[src/rtl/spm_ingress_dma.sv]
// spm_ingress_dma: streams num_words SRAM words starting at base_addr into a downstream ingress FIFO.
// One-cycle-latency SRAM reads land in a 2-entry in-order buffer that the FIFO drains under backpressure.
module spm_ingress_dma #(
  parameter int SRAM_WRD_SIZE = 32,
  parameter int ADDR_WIDTH    = 10,
  parameter int LEN_WIDTH     = 10,
  parameter int PKT_ID_WIDTH  = 4
) (
  input  logic                     clk,
  input  logic                     rst,
  input  logic                     start,
  input  logic [ADDR_WIDTH-1:0]    base_addr,
  input  logic [LEN_WIDTH-1:0]     num_words,
  input  logic                     cfg_fifo_sel,
  input  logic                     cfg_pid_sel,
  input  logic [PKT_ID_WIDTH-1:0]  cfg_pkt_id,
  output logic                     busy,
  output logic                     done,
  output logic                     sram_ren,
  output logic [ADDR_WIDTH-1:0]    sram_addr,
  input  logic [SRAM_WRD_SIZE-1:0] sram_rdata,
  output logic                     enqueue,
  input  logic                     full,
  output logic [SRAM_WRD_SIZE-1:0] wdata,
  output logic                     fifo_sel,
  output logic                     pid_sel,
  output logic [PKT_ID_WIDTH-1:0]  pkt_id
);

  typedef enum logic [1:0] {IDLE, RUN, DONE} state_t;

  state_t                    r_state;
  state_t                    w_state_nxt;
  logic [ADDR_WIDTH-1:0]     r_addr;
  logic [LEN_WIDTH-1:0]      r_issue_rem;
  logic [LEN_WIDTH-1:0]      r_enq_rem;
  logic                      r_inflight;
  logic [SRAM_WRD_SIZE-1:0]  r_buf [2];
  logic                      r_rd_ptr;
  logic                      r_wr_ptr;
  logic [1:0]                r_count;
  logic                      r_fifo_sel;
  logic                      r_pid_sel;
  logic [PKT_ID_WIDTH-1:0]   r_pkt_id;

  logic                      w_start_ok;
  logic                      w_avail;
  logic                      w_pop;
  logic                      w_ren;
  logic                      w_store;
  logic                      w_pop_stored;
  logic [2:0]                w_occ;
  logic [SRAM_WRD_SIZE-1:0]  w_head;
  logic                      w_busy;
  logic                      w_done;

  // The word arriving from SRAM counts as buffered, so an empty buffer forwards it straight through.
  assign w_start_ok   = (r_state == IDLE) && start;
  assign w_avail      = (r_count != 2'd0) || r_inflight;
  assign w_pop        = w_avail && !full && !rst;
  assign w_pop_stored = w_pop && (r_count != 2'd0);
  assign w_store      = r_inflight && !(w_pop && (r_count == 2'd0));
  assign w_head       = ((r_count == 2'd0) && r_inflight) ? sram_rdata : r_buf[r_rd_ptr];
  assign w_occ        = 3'(r_count) + 3'(r_inflight) - 3'(w_pop);
  assign w_ren        = (r_state == RUN) && (r_issue_rem != '0) && (w_occ < 3'd2) && !rst;

  always_comb begin
    w_state_nxt = r_state;
    w_busy      = 1'b0;
    w_done      = 1'b0;
    case (r_state)
      IDLE: begin
        if (start) w_state_nxt = (num_words == '0) ? DONE : RUN;
      end
      RUN: begin
        w_busy = 1'b1;
        if (w_pop && (r_enq_rem == LEN_WIDTH'(1))) w_state_nxt = DONE;
      end
      DONE: begin
        w_busy      = 1'b1;
        w_done      = 1'b1;
        w_state_nxt = IDLE;
      end
      default: w_state_nxt = IDLE;
    endcase
  end

  always_ff @(posedge clk) begin
    if (rst) begin
      r_state     <= IDLE;
      r_addr      <= '0;
      r_issue_rem <= '0;
      r_enq_rem   <= '0;
      r_inflight  <= 1'b0;
      r_rd_ptr    <= 1'b0;
      r_wr_ptr    <= 1'b0;
      r_count     <= '0;
      r_fifo_sel  <= 1'b0;
      r_pid_sel   <= 1'b0;
      r_pkt_id    <= '0;
      for (int unsigned i = 0; i < 2; i++) r_buf[i] <= '0;
    end else begin
      r_state    <= w_state_nxt;
      r_inflight <= w_ren;
      if (w_start_ok) begin
        r_addr      <= base_addr;
        r_issue_rem <= num_words;
        r_enq_rem   <= num_words;
        r_fifo_sel  <= cfg_fifo_sel;
        r_pid_sel   <= cfg_pid_sel;
        r_pkt_id    <= cfg_pkt_id;
      end else begin
        if (w_ren) begin
          r_addr      <= r_addr + ADDR_WIDTH'(1);
          r_issue_rem <= r_issue_rem - LEN_WIDTH'(1);
        end
        if (w_pop) r_enq_rem <= r_enq_rem - LEN_WIDTH'(1);
      end
      if (w_store) begin
        r_buf[r_wr_ptr] <= sram_rdata;
        r_wr_ptr        <= ~r_wr_ptr;
      end
      if (w_pop_stored) r_rd_ptr <= ~r_rd_ptr;
      r_count <= r_count + 2'(w_store) - 2'(w_pop_stored);
    end
  end

  // Outputs are held at zero for the whole reset cycle, not just after the reset edge.
  assign busy      = w_busy && !rst;
  assign done      = w_done && !rst;
  assign sram_ren  = w_ren;
  assign sram_addr = rst ? '0 : r_addr;
  assign enqueue   = w_pop;
  assign wdata     = rst ? '0 : w_head;
  assign fifo_sel  = r_fifo_sel && !rst;
  assign pid_sel   = r_pid_sel && !rst;
  assign pkt_id    = rst ? '0 : r_pkt_id;

endmodule

[config.mk]
export PLATFORM = sky130hd
export DESIGN_NAME = spm_ingress_dma
export DESIGN_NICKNAME = d
export VERILOG_FILES = /design/src/rtl/spm_ingress_dma.sv
export SDC_FILE = /design/constraint.sdc
export NUM_CORES = 1
export LEC_CHECK = 0
export ABC_CLOCK_PERIOD_IN_PS = 2800
export CAP_MARGIN = 25
export CELL_PAD_IN_SITES_DETAIL_PLACEMENT = 1
export CELL_PAD_IN_SITES_GLOBAL_PLACEMENT = 2
export CORE_AREA = 5 5 145 147
export DETAILED_ROUTE_END_ITERATION = 8
export DIE_AREA = 0 0 150 152
export PLACE_DENSITY_LB_ADDON = 0.1
export SLEW_MARGIN = 20
export SYNTH_ARGS = -nofsm -noshare
export SYNTH_HDL_FRONTEND = slang
export SYNTH_SLANG_ARGS = --single-unit
export TNS_END_PERCENT = 10
[constraint.sdc]
create_clock -name clk -period 2.8 [get_ports clk]
set_input_delay 0.42 -clock clk [delete_from_list [all_inputs] [get_ports clk]]
set_output_delay 0.42 -clock clk [all_outputs]
set_load 0.01 [all_outputs]
[Yosys cells after proc, flatten, opt, wreduce, memory -nomap -nowiden]
Memories as Yosys holds them, arrays and structs flattened. A register that Yosys moved wholly into a read port is not among the register bits.
Cells that the tools add are included.
Word-level totals
  bits of input ports: 62
  memory bits (writable): 64
  output and inout bits: 52
  memories: 1
  logic and storage cells: 82
  bits in registers: 43
Cells by class
  bitwise gates (word level): 2
  add/subtract/negate cells: 7
  muxes and demuxes: 26
  magnitude comparators: 1
  reduce and logical (&&, ||, !) cells: 29
  equality and inequality tests: 5
Memories
  r_buf: words 2, bits a word 32, read ports 1, clocked after Yosys merged registers in 1, write ports 2, line 38  | logic [SRAM_WRD_SIZE-1:0] r_buf [2];
Operators with widths (count)
  two-way mux 32 bit: 3
  two-way mux 10 bit: 7
  OR reduction 32 bit: 1
  subtractor 10 x 1 -> 10 bit, second input constant: 2
  logical AND 1 bit: 15
  two-way mux 1 bit: 11
  adder 10 x 1 -> 10 bit, second input constant: 1
  == test 10 x 1 -> 1 bit, second input constant: 1
  logical NOT 10 bit: 1
  nonzero test 10 bit: 1
  two-way mux 2 bit: 3
  nonzero test 2 bit: 3
  logical NOT 2 bit: 2
  two-way mux 4 bit: 1
  case mux 2 bit (2 select lines): 1
  adder 2 x 1 -> 3 bit: 1
  logical NOT 1 bit: 3
  < comparator 3 x 2 -> 1 bit, second input constant: 1
  subtractor 3 x 1 -> 3 bit: 1
  adder 2 x 1 -> 2 bit: 1
  == test 2 x 1 -> 1 bit, second input constant: 1
  == test 2 bit, second input constant: 1
  != test 2 x 1 -> 1 bit, second input constant: 1
  != test 2 bit, second input constant: 1
  5 further kinds: 6

[Logic depth before layout (Yosys ltp)]
  depth in word-level cells: 12
  mapped depth: 11
  gate-level depth less buffers: 9

[Least setup slack after synthesis]
OpenSTA, ideal clock, no wires.
  kind: input to register
  from: input port rst
  to: memory r_buf[0][0], enable pin
  stages on the path: 5
  slack: -55 ps
  data required time: 2372 ps
  data arrival time: 2427 ps
  cell sequence: buf_2 > nor2_2 > nand2_1 > nand2_1 > o21bai_1
RTL lines
  start, declared: line 10  | input logic rst,
  end, declared: line 38

[Final worst setup path]
  from: register r_count[1]
  to: output port wdata[16]
On the way
  cells in the longest elaborated chain, start to end: 4
Ends and longest elaborated chain
  start, declared: line 41  | logic [1:0] r_count;
  start signal, assigned: line 124  | r_count <= r_count + 2'(w_store) - 2'(w_pop_stored);
  logical NOT 2 bit: line 63  | assign w_head = ((r_count == 2'd0) && r_inflight) ? sram_rdata : r_buf[r_rd_ptr];
  logical AND 1 bit: line 63
  two-way mux 32 bit: line 63
  two-way mux 32 bit: line 134  | assign wdata = rst ? '0 : w_head;
  end, declared: line 24  | output logic [SRAM_WRD_SIZE-1:0] wdata,
No other way between the ends.

==> results.json <==
{
  "grt_first_pass_wirelength_um": 24900,
  "timing.critical_path.from_type": "flop",
  "floorplan.rows": 52,
  "run_status": "complete, no violations",
  "grt_util_met2": 0.240,
  "remaining_drc_errors": 0,
  "grt-busiest-layer": "met2",
  "synthesized_flop_and_latch_total": 108,
  "power-per-cell-area_mw_per_mm2": 560,
  "area_of_the_placeable_core_mm2": 0.0198,
  "synth.cells.most_frequent": "sky130_fd_sc_hd__and2_1 (67), sky130_fd_sc_hd__edfxtp_1 (64), sky130_fd_sc_hd__nor2_1 (58)",
  "crit_arrival_ns": 2.26,
  "timing.final.setup_violations": 0,
  "grt_pass1_vias": 4576,
  "via_per_inst": 4.64,
  "psw_mw": 1.24,
  "clock_slew_seen_by_the_registers_of_the_worst_setup_and_hold_paths_ns": 0.08,
  "synth_cells": 543,
  "place_congestion": 0.730,
  "ios": 114,
  "critical_path_peak_fanout": 52,
  "synthesis.area_per_instance_um2": 10.2,
  "crit_type": "flop to output port",
  "route.detailed.wl_per_inst_um": 16.6,
  "clock_tree.root_cell": "sky130_fd_sc_hd__clkbuf_16",
  "yosys.cell_types.count": 41,
  "library_cell_with_the_highest_instance_count_after_synthesis": "sky130_fd_sc_hd__and2_1",
  "clock_latency_ns": 0.35,
  "worst-slew-pin-transition_ns": 0.638,
  "maxCapViolCount": 0,
  "clock_power_share": 0.303,
  "post-cts-setup-buffers": 0,
  "tritoncts_buffers": 9,
  "start_util": 0.279,
  "max_slew_margin": 0.573,
  "dr.pass1.iters": 4,
  "die_y_um": 152,
  "postRouteWirelength_um": 15500,
  "syn_nets": 615,
  "fmax_mhz": 373,
  "cts_sinks": 108,
  "maximum_clock_path_buffer_count": 2,
  "cts.htree.levels": 3,
  "ys_warn_count": 0,
  "antenna_found_initial": 0,
  "comb_power_share": 0.239,
  "synthTopCellsByArea": "sky130_fd_sc_hd__edfxtp_1 (35%), sky130_fd_sc_hd__dfxtp_1 (16%), sky130_fd_sc_hd__and2_1 (7.6%), sky130_fd_sc_hd__mux2i_1 (6.2%), sky130_fd_sc_hd__a211oi_1 (5.8%)",
  "synth_async_sr_flop_share": 0,
  "final_nets": 727,
  "cp_required_ns": 2.38,
  "clock-skew-final_ns": 0.00896,
  "layout_setup_ws_ns": 0.116,
  "synth_top_area_share": 0.348,
  "seq_power_share": 0.459,
  "die_w_um": 150,
  "finalHoldViolCount": 0,
  "rsz_0062_raised_after_global_routing": "yes",
  "global_routing_usage_summed_across_all_routing_layers": 0.138,
  "ctsHoldBuffers": 0,
  "seq_area_frac_synth": 0.507,
  "tritoncts": "built",
  "grt-ovfl-total": 0,
  "grt_start_max_net_pins": 58,
  "count_of_inserted_antenna_diode_cells": 0,
  "die_area_mm2": 0.0228,
  "place.port_buffers": 113,
  "fin_total_pwr_mw": 4.15,
  "count_of_flip_flops_with_a_built_in_enable_after_synthesis": 64,
  "total_leakage_power_nw": 2.63,
  "fillCellCount": 2252,
  "global_route.usage.met1": 0.171,
  "finalSetupTns_ns": 0,
  "layout-drive-gt1-share": 0.0985,
  "detailedRoute.firstIterationViolations": 126,
  "via_count": 4313,
  "ys.flop_type": "sky130_fd_sc_hd__edfxtp_1",
  "endpoint_kind": "output port",
  "power.internal_mw": 2.92,
  "final_antenna_net_count": 0,
  "yosys.area.top_type": "sky130_fd_sc_hd__edfxtp_1",
  "dp_worst_setup_slack_ns": -0.440,
  "netlist_area_mm2": 0.00553,
  "power_switching_share": 0.298,
  "grt.met3_usage": 0.0346,
  "final_max_slew_viol_count": 0,
  "flow.area_growth_from_synthesis_pct": 34.3,
  "timing.hold.worst.class": "flop to flop",
  "peakVddDrop_uv": 380,
  "layout_worst_path_cycle_share": 0.959,
  "min_period_ns": 2.68,
  "hpwl_after_detailed_placement_um": 10600
}
## metal layers
metal | wire length [µm] | vias up
li1 | - | 2135
met1 | 6900 | 2088
met2 | 7790 | 79
met3 | 610 | 11
met4 | 158 | 0
met5 | 0 | -
## critical path, stage by stage (launching register included)
cell and delay (ns):
sky130_fd_sc_hd__dfxtp_2 0.32, sky130_fd_sc_hd__buf_4 0.15, sky130_fd_sc_hd__nor2_2 0.20, sky130_fd_sc_hd__nand2_2 0.13
sky130_fd_sc_hd__buf_12 0.21, sky130_fd_sc_hd__a211oi_1 0.29, sky130_fd_sc_hd__clkdlybuf4s50_1 0.60
## cell type report
type | instances | area (µm²) | share of cell area
clock buffer | 9 | 225 | 0.0304
clock inverter | 7 | 61.3 | 0.00826
inverter | 9 | 33.8 | 0.00455
multi-input combinational | 390 | 2610 | 0.351
sequential | 108 | 2810 | 0.378
tap | 270 | 338 | 0.0455
timing repair buffer | 137 | 1350 | 0.182
## metrics by stage
step | area [µm²] | cells | hold WS, ns | util
after floorplan | 5530 | 543 | 0.432 | -
after global placement | 7090 | 914 | 0.440 | 0.358
after detailed placement | 7090 | 914 | 0.446 | 0.358
after CTS | 7390 | 930 | 0.457 | 0.373
after global routing | 7420 | 930 | 0.468 | 0.375
final | 7420 | 930 | 0.454 | 0.375
## sequential cells by signal, summed over array words and instances, names as in the netlist, 2 cells and up, named ones only
name         flops
r_addr          10
r_enq_rem       10
r_buf           64
r_pkt_id         4
r_count          2
r_issue_rem     10
r_state          2
## power by group through the flow
stage / clock, mW / combinational (mW) / sequential [mW]
floorplan: 0 / 0.545 / 1.92
global placement: 0 / 0.984 / 1.93
detailed placement: 0 / 0.996 / 1.94
CTS: 1.31 / 1.01 / 1.91
global route: 1.38 / 1.10 / 1.92
finish: 1.26 / 0.992 / 1.90
## cell families after synthesis
logic type               synth area share
AO/OA/AOI/OAI                       0.112
multiplexers                       0.0616
buffers and inverters              0.0333
flip-flops                          0.507
adder cells (fa/ha/maj)            0.0240
XOR/XNOR                           0.0460
AND/OR/NAND/NOR                     0.216
## timing repair
action	4_1_cts	5_1_grt
pin swaps	1	4
endpoints found under the setup margin	9	33
gates resized for setup	7	11
## cell usage in the layout, fill, tap and decap left out, types with 4 or more instances in the layout
cell                                n
sky130_fd_sc_hd__a211oi_1          38
sky130_fd_sc_hd__a211oi_2           5
sky130_fd_sc_hd__a21oi_1           32
sky130_fd_sc_hd__and2_1            66
sky130_fd_sc_hd__buf_4             22
sky130_fd_sc_hd__clkbuf_16          9
sky130_fd_sc_hd__clkdlybuf4s50_1  109
sky130_fd_sc_hd__dfxtp_1           42
sky130_fd_sc_hd__edfxtp_1          64
sky130_fd_sc_hd__ha_1               9
sky130_fd_sc_hd__inv_1              9
sky130_fd_sc_hd__mux2i_1           34
sky130_fd_sc_hd__nand2_1           25
sky130_fd_sc_hd__nand2_2            4
sky130_fd_sc_hd__nand3_1           16
sky130_fd_sc_hd__nand4_1            5
sky130_fd_sc_hd__nor2_1            57
sky130_fd_sc_hd__nor2b_1           20
sky130_fd_sc_hd__nor3_1             7
sky130_fd_sc_hd__o21bai_1           9
sky130_fd_sc_hd__xnor2_1            8
sky130_fd_sc_hd__xor2_1            21
## path summary, 6_finish.rpt
kind / slack, ns / end / from / depth (start not counted)
worst max-delay path: 0.12 / wdata[16] / r_count[1] / 6
worst min-delay path: 0.45 / r_pid_sel / r_pid_sel / 2
worst min register to register: 0.45 / r_pid_sel / r_pid_sel / 2
worst max register to register: 0.38 / r_addr[9] / r_count[1] / 10
Power figures use the tool's default switching activity.
